[src/rtl/sub_serial_16b.sv]
// Serial 16-bit subtractor: one nibble per cycle, LSB first, with a 4-bit borrow-lookahead slice.
// Define SUB_CLAMP_EN to saturate the result at zero when the final borrow-out is set.
module sub_serial_16b (
    input  logic        clk,
    input  logic        rst_n,
    input  logic        start,
    input  logic [15:0] a,
    input  logic [15:0] b,
    input  logic        bin,
    output logic        busy,
    output logic        done,
    output logic [15:0] diff,
    output logic        bout,
    output logic        zero
);

    typedef enum logic [1:0] {
        IDLE,
        RUN,
        DONE
    } state_t;

    state_t      state_q, state_d;
    logic [15:0] a_q, a_d;
    logic [15:0] b_q, b_d;
    logic        bin_q, bin_d;
    logic [1:0]  idx_q, idx_d;
    logic        br_q, br_d;
    logic [15:0] diff_q, diff_d;
    logic        bout_q, bout_d;

    logic [3:0]  a_nib, b_nib, g, p, d_nib;
    logic        br_in;
    logic [4:1]  br_n;

    assign a_nib = a_q[{idx_q, 2'b00} +: 4];
    assign b_nib = b_q[{idx_q, 2'b00} +: 4];
    assign g     = ~a_nib & b_nib;
    assign p     = ~(a_nib ^ b_nib);
    assign br_in = (idx_q == 2'd0) ? bin_q : br_q;

    // Every borrow is a flat sum of products of g/p and the slice borrow-in.
    assign br_n[1] = g[0] | (p[0] & br_in);
    assign br_n[2] = g[1] | (p[1] & g[0]) | (p[1] & p[0] & br_in);
    assign br_n[3] = g[2] | (p[2] & g[1]) | (p[2] & p[1] & g[0])
                   | (p[2] & p[1] & p[0] & br_in);
    assign br_n[4] = g[3] | (p[3] & g[2]) | (p[3] & p[2] & g[1])
                   | (p[3] & p[2] & p[1] & g[0])
                   | (p[3] & p[2] & p[1] & p[0] & br_in);
    assign d_nib   = a_nib ^ b_nib ^ {br_n[3:1], br_in};

    always_comb begin
        // NOTE: every signal gets its hold value first so no path leaves it unassigned (no latches).
        state_d = state_q;
        a_d     = a_q;
        b_d     = b_q;
        bin_d   = bin_q;
        idx_d   = idx_q;
        br_d    = br_q;
        diff_d  = diff_q;
        bout_d  = bout_q;
        case (state_q)
            IDLE: begin
                if (start) begin
                    a_d     = a;
                    b_d     = b;
                    bin_d   = bin;
                    idx_d   = 2'd0;
                    state_d = RUN;
                end
            end
            RUN: begin
                diff_d[{idx_q, 2'b00} +: 4] = d_nib;
                br_d  = br_n[4];
                idx_d = idx_q + 2'd1;
                if (idx_q == 2'd3) begin
                    bout_d  = br_n[4];
                    state_d = DONE;
`ifdef SUB_CLAMP_EN
                    if (br_n[4]) begin
                        diff_d = 16'h0000;
                    end
`endif
                end
            end
            DONE: begin
                state_d = IDLE;
            end
            default: begin
                state_d = IDLE;
            end
        endcase
    end

    // NOTE: sequential state uses non-blocking assignments; the async reset clears every register.
    always_ff @(posedge clk or negedge rst_n) begin
        if (!rst_n) begin
            state_q <= IDLE;
            a_q     <= '0;
            b_q     <= '0;
            bin_q   <= 1'b0;
            idx_q   <= 2'd0;
            br_q    <= 1'b0;
            diff_q  <= '0;
            bout_q  <= 1'b0;
        end else begin
            state_q <= state_d;
            a_q     <= a_d;
            b_q     <= b_d;
            bin_q   <= bin_d;
            idx_q   <= idx_d;
            br_q    <= br_d;
            diff_q  <= diff_d;
            bout_q  <= bout_d;
        end
    end

    assign busy = (state_q != IDLE);
    assign done = (state_q == DONE);
    assign diff = diff_q;
    assign bout = bout_q;
    assign zero = (diff_q == 16'h0000);

endmodule

[config.mk]
export PLATFORM = sky130hd
export DESIGN_NAME = sub_serial_16b
export DESIGN_NICKNAME = d
export VERILOG_FILES = /design/src/rtl/sub_serial_16b.sv
export SDC_FILE = /design/constraint.sdc
export NUM_CORES = 1
export LEC_CHECK = 0
export ABC_AREA = 1
export CAP_MARGIN = 10
export CORE_UTILIZATION = 35
export DETAILED_ROUTE_END_ITERATION = 10
export PLACE_DENSITY = 0.63
export REMOVE_ABC_BUFFERS = 1
export SYNTH_ARGS = -nofsm -noshare
export SYNTH_HDL_FRONTEND = slang
export SYNTH_SLANG_ARGS = --single-unit
export TNS_END_PERCENT = 50
[constraint.sdc]
create_clock -name clk -period 2.36 [get_ports clk]
set_input_delay 0.236 -clock clk [delete_from_list [all_inputs] [get_ports clk]]
set_output_delay 0.236 -clock clk [all_outputs]
set_load 0.01 [all_outputs]
==> impl_metrics.json <==
{
  "status": "finished clean",
  "finalSetupViolations": 0,
  "worstPathCellList": "clkinvlp_4 > buf_4 > a32o_1 > ha_1 > or2_2 > nand2_1 > nand2_1 > nand2_1 > nand2_2 > nand4_1 > nand2_1",
  "die_area_mm2": 0.00849,
  "design_area_mm2": 0.00370,
  "dp_slack_ns": 0.159,
  "p_leak_nw": 1.76,
  "p_total_mw": 5.60,
  "pin_count": 56,
  "endpoint_kind": "flip-flop",
  "ctsLongestPathBuffers": 2,
  "cp_data_required_time_ns": 2.56,
  "clock_power_share": 0.128,
  "dr.pass1.iters": 5,
  "top_layer": "met4",
  "areaGrowthSynthToFinish_pct": 30.0,
  "critPathMostFrequentCell": "nand2_1",
  "ys_seq_elements": 55,
  "synth_area_leader_cell": "dfrtp_1",
  "place_congestion": 0.795,
  "power_density_mw_per_mm2": 1510,
  "htree_num_levels": 2,
  "numCtsBuffers": 5,
  "relSlewSlack": 0.560,
  "start_util": 0.364,
  "core_mm2": 0.00781,
  "startpoint": "idx_q[1]",
  "cts_tree": "yes",
  "root_buffer": "clkbuf_8",
  "grt_remaining_overflow": 0,
  "maxSlewViolCount": 0,
  "grt_antenna_before_repair": 0,
  "initialDrtViolationCount": 63,
  "final_nets": 377,
  "clk_latency_ns": 0.31,
  "hp-class": "in -> async",
  "r2r_setup_slack_ns": 0.20,
  "hpwl_um": 4120,
  "clock_sinks": 55,
  "ys_types": 35,
  "path_class": "reg -> reg",
  "die_y_um": 92.1,
  "irDropWorstVdd_uv": 573,
  "post-route-period-util": 0.917,
  "max_cap_violations": 0,
  "yosysWarnings": 0,
  "num_antenna_cells": 0,
  "critPathLaunchType": "flip-flop",
  "intPower_mw": 3.34,
  "vias": 1996,
  "drive_above_1_share": 0.202,
  "grt_use_total": 0.143,
  "wl_met3_um": 202,
  "seq_area_frac_synth": 0.484,
  "r2r_end": "diff[15]",
  "rsz0062_at_grt": "false",
  "cpPeakStageDelay_ns": 0.40,
  "finalWorstSetupSlack_ns": 0.196,
  "dieWidth_um": 92.1,
  "tightest_slew_ns": 0.661,
  "clkSlewWorstSetupHoldPaths_ns": 0.10,
  "p_sw_mw": 2.26,
  "cp.arrival_ns": 2.36,
  "grt_max_degree": 29,
  "reg2reg_depth": 11,
  "power_frac_seq": 0.295,
  "rr_startpoint": "idx_q[1]",
  "critPathBufInv": 2,
  "timing.final.crit_period_ns": 2.16,
  "tns_ns": 0,
  "routedWlPerCell_um": 12.5,
  "yosysTopAreaCellShare": 0.484,
  "postRouteAntennaNets": 0,
  "syn_area_per_cell_um2": 10.8,
  "grt_pass1_wl_um": 9610,
  "grt_pass1_vias": 2051,
  "placed_area_mm2": 0.00354,
  "endpoint": "diff[15]",
  "fill_cells": 738,
  "fmax_mhz": 462,
  "syn_inst": 264,
  "syn_area_mm2": 0.00284,
  "final_cell_mix": "nand2_1 (55), dfrtp_1 (55), clkdlybuf4s50_1 (54)",
  "hold_violations": 0,
  "drt-total-wl_um": 5430,
  "combPwrFrac": 0.577,
  "critPathMaxFanout": 10,
  "path_depth": 11,
  "wl_met2_um": 2440,
  "p_sw_frac": 0.404,
  "cpMaxStageDelayCell": "dfrtp_1",
  "wl_met1_um": 2720,
  "synth.area.top_cells": "dfrtp_1 (48%), mux2_4 (15%), nand2_1 (7.3%), ha_1 (4.4%), inv_1 (3.0%)",
  "finClkSkew_ns": 0.00980,
  "port_buffers": 55,
  "rows": 32,
  "drc": 0,
  "crit_family": "simple AND/OR/NAND/NOR gates",
  "vias_per_cell": 4.61
}
## timing repair
action / 4_1_cts / 5_1_grt
endpoints found under the hold margin: 27 / 0
endpoints found under the setup margin: 0 / 2
buffers inserted: 0 / 1
resized for setup: 0 / 1
hold buffers: 1 / 0
## per-layer routing
layer  global-route usage  vias up
li1                     -     1021
met1                0.193      926
met2                0.231       42
met3               0.0290        7
met4               0.0430        0
met5                    0        -
## metrics by stage
stage                      util  cells  hold slack, ns
after floorplan               -    256         -0.0596
after global placement    0.454    423           0.305
after detailed placement  0.454    423           0.305
after CTS                 0.472    432           0.510
after global routing      0.474    433           0.528
final                     0.474    433           0.496
## layout make-up
| class | instances | area, µm² | share of cell area |
|---|---|---|---|
| inverters | 25 | 100 | 0.0271 |
| clock inverters | 2 | 60.1 | 0.0162 |
| repair buffers | 67 | 651 | 0.176 |
| clock buffers | 6 | 72.6 | 0.0196 |
| flip-flops and latches | 55 | 1380 | 0.372 |
| well taps | 102 | 128 | 0.0345 |
| multi-input cells | 176 | 1310 | 0.354 |
## flip-flops by register name (all words and copies together), names as in the netlist
signal	cells
a_q	16
b_q	16
diff	16
idx_q	2
state_q	2
bin_q	1
bout	1
br_q	1
## cell usage after synthesis
master   number
mux2_4       28
buf_2         4
inv_2         1
o22ai_1       4
buf_6         3
nor4_1        3
mux2_2        5
o21ai_2       1
nand2_2       1
nand3_1       8
buf_4         1
nor2_1       15
nor2_4        2
o21ai_1       5
a31oi_1       1
a32o_1        3
nand4_1       4
o21ai_0      10
nand2_4       4
nor3_1        1
nor3_2        1
dfrtp_1      55
or2_2         1
inv_4         1
xnor2_1       1
ha_1         10
a21oi_1       6
o21a_1        1
a32oi_1       2
inv_1        23
nand2_1      55
fa_1          1
nand4_2       1
nor3_4        1
a22o_1        1
## power by group through the flow
stage	clock network, mW	logic, mW	registers, mW
global placement	0	3.18	1.67
finish	0.716	3.23	1.65
CTS	0.735	3.24	1.66
floorplan	0	2.23	1.68
detailed placement	0	3.23	1.68
global route	0.767	3.64	1.72
## worst min-delay path by stage
| stage | endpoint | start | cells past startpoint |
|---|---|---|---|
| finish | diff[13] | rst_n | 2 |
| detailed placement | a_q[15] | rst_n | 1 |
| global route | bout | bout | 1 |
| global placement | a_q[7] | rst_n | 1 |
| floorplan | a_q[0] | rst_n | 0 |
| CTS | diff[13] | rst_n | 2 |
## cells by family (layout without fill, tap and decap cells)
| kind of cell | after synthesis | count (layout) | share of synthesized area |
|---|---|---|---|
| adder cells (fa/ha/maj) | 11 | 11 | 0.0510 |
| AND/OR/NAND/NOR | 97 | 97 | 0.165 |
| multiplexers | 33 | 33 | 0.168 |
| AO/OA/AOI/OAI | 34 | 34 | 0.0735 |
| XOR/XNOR | 1 | 1 | 0.00308 |
| buffers and inverters | 33 | 100 | 0.0554 |
| flip-flops | 55 | 55 | 0.484 |
(Power assumes the default switching activity.)
